--- src/rtl/led_seq_pkg.sv ---
// Shared encodings for the one-hot LED sequencer: the external mode code and
// the internal state machine states.
package led_seq_pkg;

    localparam int MODE_W = 2;

    // External mode input encoding.
    typedef enum logic [MODE_W-1:0] {
        MODE_DIRECT = 2'b00,
        MODE_SWEEP  = 2'b01,
        MODE_BOUNCE = 2'b10,
        MODE_OFF    = 2'b11
    } mode_e;

    // Sequencer states. S_UP/S_DOWN carry the bounce direction; SWEEP only
    // ever uses S_UP.
    typedef enum logic [1:0] {
        S_OFF    = 2'b00,
        S_DIRECT = 2'b01,
        S_UP     = 2'b10,
        S_DOWN   = 2'b11
    } state_e;

endpackage

--- src/rtl/led_seq_tick.sv ---
// Step-tick prescaler: counts enabled cycles 0..PRESCALE-1 and raises tick on
// the terminal count. clr restarts the count and suppresses that cycle's tick.
module led_seq_tick #(
    parameter int PRESCALE = 3_125_000
) (
    input  logic clk,
    input  logic rst,
    input  logic en,
    input  logic clr,
    output logic tick
);

    localparam int              CNT_W = (PRESCALE > 1) ? $clog2(PRESCALE) : 1;
    localparam logic [CNT_W-1:0] LAST = CNT_W'(PRESCALE - 1);

    logic [CNT_W-1:0] cnt;
    logic             at_last;

    assign at_last = (cnt == LAST);

    // NOTE: tick is combinational from the counter, so it is gated by rst as
    // well; otherwise PRESCALE=1 would pulse tick while reset is held.
    assign tick = en & ~clr & ~rst & at_last;

    // Prescale counter: frozen when disabled, restarted on clr or wrap.
    // NOTE: sequential state uses non-blocking assignments only, so every
    // register samples the pre-edge values of its inputs.
    always_ff @(posedge clk or posedge rst) begin
        if (rst) begin
            cnt <= '0;
        end else if (en) begin
            if (clr || at_last) begin
                cnt <= '0;
            end else begin
                cnt <= cnt + CNT_W'(1);
            end
        end
    end

endmodule

--- src/rtl/onehot_led_sequencer.sv ---
// One-hot LED sequencer: drives a registered one-hot (or all-zero) pattern
// from a position register that is either set directly, swept upward, or
// bounced between the ends, stepping on prescaler ticks.
module onehot_led_sequencer
    import led_seq_pkg::*;
#(
    parameter  int N_OUT    = 8,
    parameter  int PRESCALE = 3_125_000,
    localparam int SEL_W    = $clog2(N_OUT + 1)
) (
    input  logic              clk,
    input  logic              rst,
    input  logic              en,
    input  logic [1:0]        mode,
    input  logic [SEL_W-1:0]  sel,
    input  logic              load,
    output logic [N_OUT-1:0]  bin,
    output logic [SEL_W-1:0]  pos,
    output logic              tick
);

    localparam logic [SEL_W-1:0] POS_MAX = SEL_W'(N_OUT);
    localparam logic [SEL_W-1:0] POS_ONE = SEL_W'(1);

    mode_e             mode_cur;
    mode_e             mode_q;
    logic              mode_chg;
    logic              step_tick;
    state_e            state;
    state_e            state_n;
    logic [SEL_W-1:0]  pos_n;
    logic [SEL_W-1:0]  load_pos;
    logic [N_OUT-1:0]  dec;
    logic [N_OUT-1:0]  bin_n;

    assign mode_cur = mode_e'(mode);

    // Leaving reset counts as coming from OFF, so the first edge with any
    // other mode is treated as a mode change.
    assign mode_chg = (mode_cur != mode_q);

    // A load position beyond the last output saturates at the last output.
    assign load_pos = (sel > POS_MAX) ? POS_MAX : sel;

    led_seq_tick #(
        .PRESCALE (PRESCALE)
    ) u_tick (
        .clk  (clk),
        .rst  (rst),
        .en   (en),
        .clr  (mode_chg),
        .tick (step_tick)
    );

    assign tick = step_tick;

    // Remember the last mode seen on an enabled edge to detect mode changes.
    always_ff @(posedge clk or posedge rst) begin
        if (rst) begin
            mode_q <= MODE_OFF;
        end else if (en) begin
            mode_q <= mode_cur;
        end
    end

    // Next-state and next-position logic.
    // NOTE: every signal written here gets a default first, so no path can
    // leave it unassigned and infer a latch.
    always_comb begin
        state_n = state;
        pos_n   = pos;
        if (en) begin
            case (mode_cur)
                MODE_OFF: begin
                    state_n = S_OFF;
                end
                MODE_DIRECT: begin
                    state_n = S_DIRECT;
                    pos_n   = (sel > POS_MAX) ? '0 : sel;
                end
                MODE_SWEEP: begin
                    state_n = S_UP;
                    if (load) begin
                        pos_n = load_pos;
                    end else if (step_tick) begin
                        pos_n = (pos >= POS_MAX) ? POS_ONE : pos + POS_ONE;
                    end
                end
                MODE_BOUNCE: begin
                    if (load) begin
                        pos_n   = load_pos;
                        state_n = S_UP;
                    end else if (mode_chg) begin
                        state_n = S_UP;
                    end else if (step_tick) begin
                        if ((state == S_UP && pos >= POS_MAX) ||
                            (state == S_DOWN && pos > POS_ONE)) begin
                            pos_n   = pos - POS_ONE;
                            state_n = (pos_n <= POS_ONE) ? S_UP : S_DOWN;
                        end else begin
                            pos_n   = pos + POS_ONE;
                            state_n = (pos_n >= POS_MAX) ? S_DOWN : S_UP;
                        end
                    end
                end
                default: begin
                    state_n = S_OFF;
                end
            endcase
        end
    end

    // Position decode: position k lights output bit k-1, position 0 lights none.
    always_comb begin
        dec = '0;
        for (int k = 0; k < N_OUT; k++) begin
            dec[k] = (pos_n == SEL_W'(k + 1));
        end
    end

    assign bin_n = (state_n == S_OFF) ? '0 : dec;

    // State, position and pattern registered together so bin tracks pos.
    always_ff @(posedge clk or posedge rst) begin
        if (rst) begin
            state <= S_OFF;
            pos   <= '0;
            bin   <= '0;
        end else if (en) begin
            state <= state_n;
            pos   <= pos_n;
            bin   <= bin_n;
        end
    end

endmodule

--- config.mk ---
export PLATFORM = sky130hd
export DESIGN_NAME = onehot_led_sequencer
export DESIGN_NICKNAME = d
export VERILOG_FILES = /design/src/rtl/led_seq_pkg.sv /design/src/rtl/led_seq_tick.sv /design/src/rtl/onehot_led_sequencer.sv
export SDC_FILE = /design/constraint.sdc
export NUM_CORES = 1
export LEC_CHECK = 0
export CAP_MARGIN = 15
export CORE_MARGIN = 4
export CORE_UTILIZATION = 58
export CTS_BUF_LIST = sky130_fd_sc_hd__clkbuf_16
export DETAILED_ROUTE_END_ITERATION = 12
export HOLD_SLACK_MARGIN = 0.1
export PLACE_DENSITY_LB_ADDON = 0.08
export SYNTH_ARGS = -nofsm -noshare
export SYNTH_HDL_FRONTEND = slang
export SYNTH_SLANG_ARGS = --single-unit
--- constraint.sdc ---
create_clock -name clk -period 4.15 [get_ports clk]
set_input_delay 1.245 -clock clk [delete_from_list [all_inputs] [get_ports clk]]
set_output_delay 1.245 -clock clk [all_outputs]
set_load 0.03 [all_outputs]
# After elaboration in Yosys (flattened, before gate mapping)
# Cells that the tools add are included.
dict set report op_classes {
  add_sub_neg 3
  n_lt_le_gt_ge 5
  n_eq_ne 15
  n_mux 21
  n_bitwise 5
  n_reduce_logical 6
}
# cell n
set op_table {}
lappend op_table {{two-way mux 4 bit} 10}
lappend op_table {{adder 22 x 1 -> 22 bit, second input constant} 1}
lappend op_table {{equality test 22 bit, second input constant} 1}
lappend op_table {{two-way mux 22 bit} 1}
lappend op_table {{equality test 4 x 3 -> 1 bit, second input constant} 4}
lappend op_table {{one-hot mux 4 bit (3 select lines)} 1}
lappend op_table {{equality test 2 bit, second input constant} 4}
lappend op_table {{equality test 4 x 2 -> 1 bit, second input constant} 2}
lappend op_table {{greater-or-equal comparator 4 bit, second input constant} 2}
lappend op_table {{two-way mux 2 bit} 4}
lappend op_table {{two-way mux 8 bit} 1}
lappend op_table {{one-hot mux 2 bit (4 select lines)} 1}
lappend op_table {{adder 4 x 1 -> 4 bit, second input constant} 1}
lappend op_table {{equality test 4 x 1 -> 1 bit, second input constant} 1}
lappend op_table {{equality test 4 bit, second input constant} 1}
lappend op_table {{greater-than comparator 4 x 1 -> 1 bit, second input constant} 1}
lappend op_table {{greater-than comparator 4 bit, second input constant} 1}
lappend op_table {{<= comparator 4 x 1 -> 1 bit, second input constant} 1}
lappend op_table {{logical NOT 2 bit} 2}
lappend op_table {{subtractor 4 x 1 -> 4 bit, second input constant} 1}
lappend op_table {{AND 1 bit} 3}
lappend op_table {{two-way mux 1 bit} 3}
lappend op_table {{equality test 2 x 1 -> 1 bit, second input constant} 1}
lappend op_table {{logical AND 1 bit} 2}
lappend op_table {{other kinds (3)} 5}
dict set report totals {
  ff_bits 38
  in_bits 10
  output_inout_bits 13
}

# Depth between registers and ports, before layout
# Gate-level depths: netlist (run 1).
dict set report depth {
  depth_word 12
  mapped_depth 11
  depth_no_buf 10
}

# Hierarchy
# A second synthesis (run 1) with hierarchy kept.
dict set report unflattened {
  hier_cells 277
  area_unflattened_um2 2542.4
}
# module n_inst cells_per_inst area_each_um2 seq_area_each_um2
set modules_own_cells {}
lappend modules_own_cells {onehot_led_sequencer 1 151 1311.3 402.9}
lappend modules_own_cells {led_seq_tick 1 126 1231.2 550.5}

# Worst setup path before layout (run 1)
# No wires, ideal clock.
dict set report synth_path {
  path_type {input-to-output}
  from {in rst}
  to {out tick}
  t_arrival_ns 3.321
  required_ns 2.905
  setup_slack_ns -0.416
  stages 3
  path_cell_list {inv_1 > nand2_1 > nor4_1}
}
dict set report synth_between {
  elab_chain_len 3
}
# element line_no
set synth_lines {}
lappend synth_lines {{start: declaration} onehot_led_sequencer.sv:12} ;# input logic rst,
lappend synth_lines {{NOT 1 bit} led_seq_tick.sv:23} ;# assign tick = en & ~clr & ~rst & at_last;
lappend synth_lines {{AND 1 bit (2 in series)} led_seq_tick.sv:23}
lappend synth_lines {{end: declaration} onehot_led_sequencer.sv:19} ;# output logic tick
# No other way between the ends.

# Worst setup path after layout (run 1)
dict set report layout_path {
  from {in mode[1]}
  to {out tick}
}
dict set report layout_between {
  elab_chain_len 5
}
# element line_no
set layout_lines {}
lappend layout_lines {{start: declaration} onehot_led_sequencer.sv:14} ;# input logic [1:0] mode,
lappend layout_lines {{inequality test 2 bit} onehot_led_sequencer.sv:40} ;# assign mode_chg = (mode_cur != mode_q);
lappend layout_lines {{NOT 1 bit} led_seq_tick.sv:23}
lappend layout_lines {{AND 1 bit (3 in series)} led_seq_tick.sv:23}
# No other way between the ends.

==> results.json, run 1 <==
{
  "outcome": "completed",
  "post_cts_resized": 0,
  "timing.fmax_mhz": 249.2,
  "cts-buffers-inserted": 5,
  "worst_pin_slew_ns": 1.104,
  "pin_count": 23,
  "dp_hpwl_um": 4161,
  "slew_violations": 0,
  "async_flop_share_pct": 100.0,
  "grt_pass1_wl_um": 9922,
  "powerDensity_nw_per_um2": 351.5,
  "start_util_pct": 59.96,
  "arrival_ns": 2.77,
  "design_area_sq_um": 3017,
  "num_vias": 2297,
  "clockPowerShare_pct": 39.2,
  "hold_class": "flip-flop to flip-flop",
  "switching_share_pct": 28.26,
  "overflow": 0,
  "portBuffers": 22,
  "rsz0062_at_grt": "false",
  "register_area_sq_um": 953.4,
  "tns_ns": 0,
  "nets": 334,
  "finalPower_uw": 1060,
  "synth_cell_types": 62,
  "cts_tree": "built",
  "n_antenna_cell": 0,
  "pwr-share-seq_pct": 40.1,
  "path_clk_slew_ns": 0.05,
  "placementRows": 24,
  "insertion_delay_ns": 0.28,
  "endpoint_kind": "output port",
  "drv_cap": 0,
  "grt_max_degree": 39,
  "setup_viol": 0,
  "ys_warn_count": 0,
  "drtIter0Drc": 160,
  "ys.flop_type": "dfrtp_1",
  "fin_worst_skew_ns": 0.006052,
  "mostFrequentLayoutCells": "nor2_1 (41), dfrtp_1 (36), nand2_1 (25), inv_1 (21), clkdlybuf4s50_1 (21)",
  "multi_input_area_sq_um": 1498,
  "track_usage_pct": 22.66,
  "core-area_sq_um": 4384,
  "placed_area_sq_um": 2854,
  "first_pass_iters": 4,
  "finalWirelength_um": 5844,
  "synth_edf_count": 0,
  "worstSetupPathType": "input pin to output port",
  "htreeDepth": 2,
  "ir_worst_vdd_uv": 309.1,
  "syn_inst": 299,
  "remaining_drc_errors": 0,
  "fin_crit_ns": 4.012,
  "clock_path_buffers": 2,
  "clock-sinks": 38,
  "ant_nets": 0,
  "cts_setup_buffers": 0,
  "cp_max_fo": 5,
  "power_frac_comb_pct": 20.6,
  "synth_seq_cells": 38,
  "finalCritPeriodShare_pct": 96.68,
  "final_common_cell": "nor2_1",
  "hold_viol": 0,
  "intPower_uw": 760.8,
  "worst_setup_path_start_kind": "input pin",
  "slew-limit-headroom_pct": 26.16,
  "grt_antenna_before_repair": 0,
  "syn_area_sq_um": 2629,
  "p_leak_uw": 0.001212,
  "grt_pass1_vias": 2129,
  "syn_area_per_cell_sq_um": 8.792,
  "drive_above_1_share_pct": 12.19,
  "gp_congestion": 0.9127,
  "dieHeight_um": 75.32,
  "vias_per_cell": 6.175,
  "fillers": 335,
  "wl_per_cell_um": 15.71,
  "syn_to_final_growth_pct": 14.75,
  "cts_hold_buf": 0,
  "synth_fp_nets": 314,
  "die_x_um": 75.32,
  "cp.required_ns": 2.90,
  "die_area_sq_um": 5673,
  "seq_area_frac_synth_pct": 36.27,
  "cts-root-buf": "clkbuf_16",
  "p_switching_uw": 299.7
}
worst max-delay path: stages:
cell	delay [ns]
clkdlybuf4s50_1	0.49
xnor2_1	0.15
nand2_1	0.21
nor4_2	0.43
buf_4	0.23
metal layers:
layer / global-route usage (%) / wire, um
met5: 0 / 0
met4: 8.350 / 86
met2: 33.65 / 2592
met1: 33.31 / 2843
met3: 3.826 / 321
path summary, 6_finish.rpt:
path / depth (start not counted) / from / slack (ns) / endpoint
setup reg to reg: 10 / pos[0] / 1.18 / bin[7]
max in group asynchronous: 3 / rst / 2.33 / mode_q[0]
min in group asynchronous: 3 / rst / 1.48 / u_tick.cnt[19]
hold / removal: 2 / bin[4] / 0.53 / bin[4]
hold reg to reg: 2 / bin[4] / 0.53 / bin[4]
setup / recovery: 5 / mode[1] / 0.14 / tick
metrics by stage:
step	setup slack (ns)	utilization (%)	cells	hold WS [ns]
after floorplan	0.4165	-	299	0.4964
after global placement	0.1763	65.10	364	0.5178
after detailed placement	0.1690	65.10	364	0.5300
after CTS	0.1493	68.81	372	0.5414
after global routing	0.02580	68.81	372	0.5702
final	0.1376	68.81	372	0.5346
power by group through the flow:
stage | clock [uW] | sequential [uW] | combinational [uW]
6_report | 416 | 425 | 219
5_1_grt | 441 | 429 | 243
4_1_cts | 424 | 424 | 219
3_5_place_dp | 0 | 431 | 217
3_3_place_gp | 0 | 431 | 214
2_1_floorplan | 0 | 432 | 152
sequential cells by signal, summed over array words and instances, names as in the netlist:
signal and cells:
bin 8, mode_q 2, state 2, u_tick.cnt 22, pos 4
kinds of logic after synthesis:
logic type                 synth area share (%)
AOI/OAI and AO/OA                         16.80
xor gates and xnor gates                  6.664
adders and majority gates                 2.380
buffers and inverters                     6.997
DFF                                       36.27
muxes                                     2.570
and+or+nand+nor                           28.32
Yosys cell counts, types with 2 or more instances:
| cell | n | share of area (%) |
|---|---|---|
| nor2b_1 | 3 | 0.71 |
| o22ai_1 | 3 | 0.71 |
| buf_6 | 3 | 1.3 |
| dfrtp_1 | 36 | 34 |
| dfstp_2 | 2 | 2.0 |
| nand3b_1 | 2 | 0.57 |
| nand2b_1 | 3 | 0.71 |
| and4_1 | 3 | 1.0 |
| xor2_1 | 6 | 2.0 |
| o32ai_1 | 8 | 2.7 |
| o221ai_1 | 2 | 0.67 |
| nor4_1 | 3 | 0.71 |
| a21oi_1 | 8 | 1.5 |
| o31ai_1 | 3 | 0.86 |
| a21o_1 | 5 | 1.4 |
| o311ai_0 | 2 | 0.67 |
| inv_1 | 21 | 3.0 |
| xnor2_1 | 14 | 4.7 |
| o211ai_1 | 2 | 0.57 |
| and4_4 | 2 | 0.86 |
| or2_2 | 3 | 0.71 |
| clkbuf_1 | 8 | 1.1 |
| a31oi_1 | 3 | 0.71 |
| a21o_2 | 2 | 0.67 |
| nor3b_1 | 2 | 0.57 |
| nand4_1 | 3 | 0.71 |
| nand3_1 | 13 | 2.5 |
| nor4b_2 | 2 | 1.1 |
| nand2_1 | 25 | 3.6 |
| mux2_2 | 6 | 2.6 |
| nor4b_1 | 2 | 0.67 |
| clkbuf_8 | 3 | 1.6 |
| nor3_1 | 5 | 0.95 |
| ha_1 | 5 | 2.4 |
| or4bb_1 | 2 | 0.86 |
| o21ai_0 | 16 | 3.0 |
| nor2_1 | 41 | 5.9 |
| and3_1 | 3 | 0.71 |
final cells by class:
cell class              instances  share of cell area (%)
inverters                      21                   2.737
repair buffers                 27                   8.461
well taps                      52                   2.157
clock buffers                   5                   4.148
multi-input cells             226                   49.65
clock inverters                 3                   1.244
flip-flops and latches         38                   31.61
Note: power is estimated with default switching activity, not from simulation.
==> run 2, diff against run 1 <==
- CTS_CLUSTER_SIZE: not set -> 14
==> results of run 2 <==
The final DEF is identical to that of run 1; final timing and power are the same.
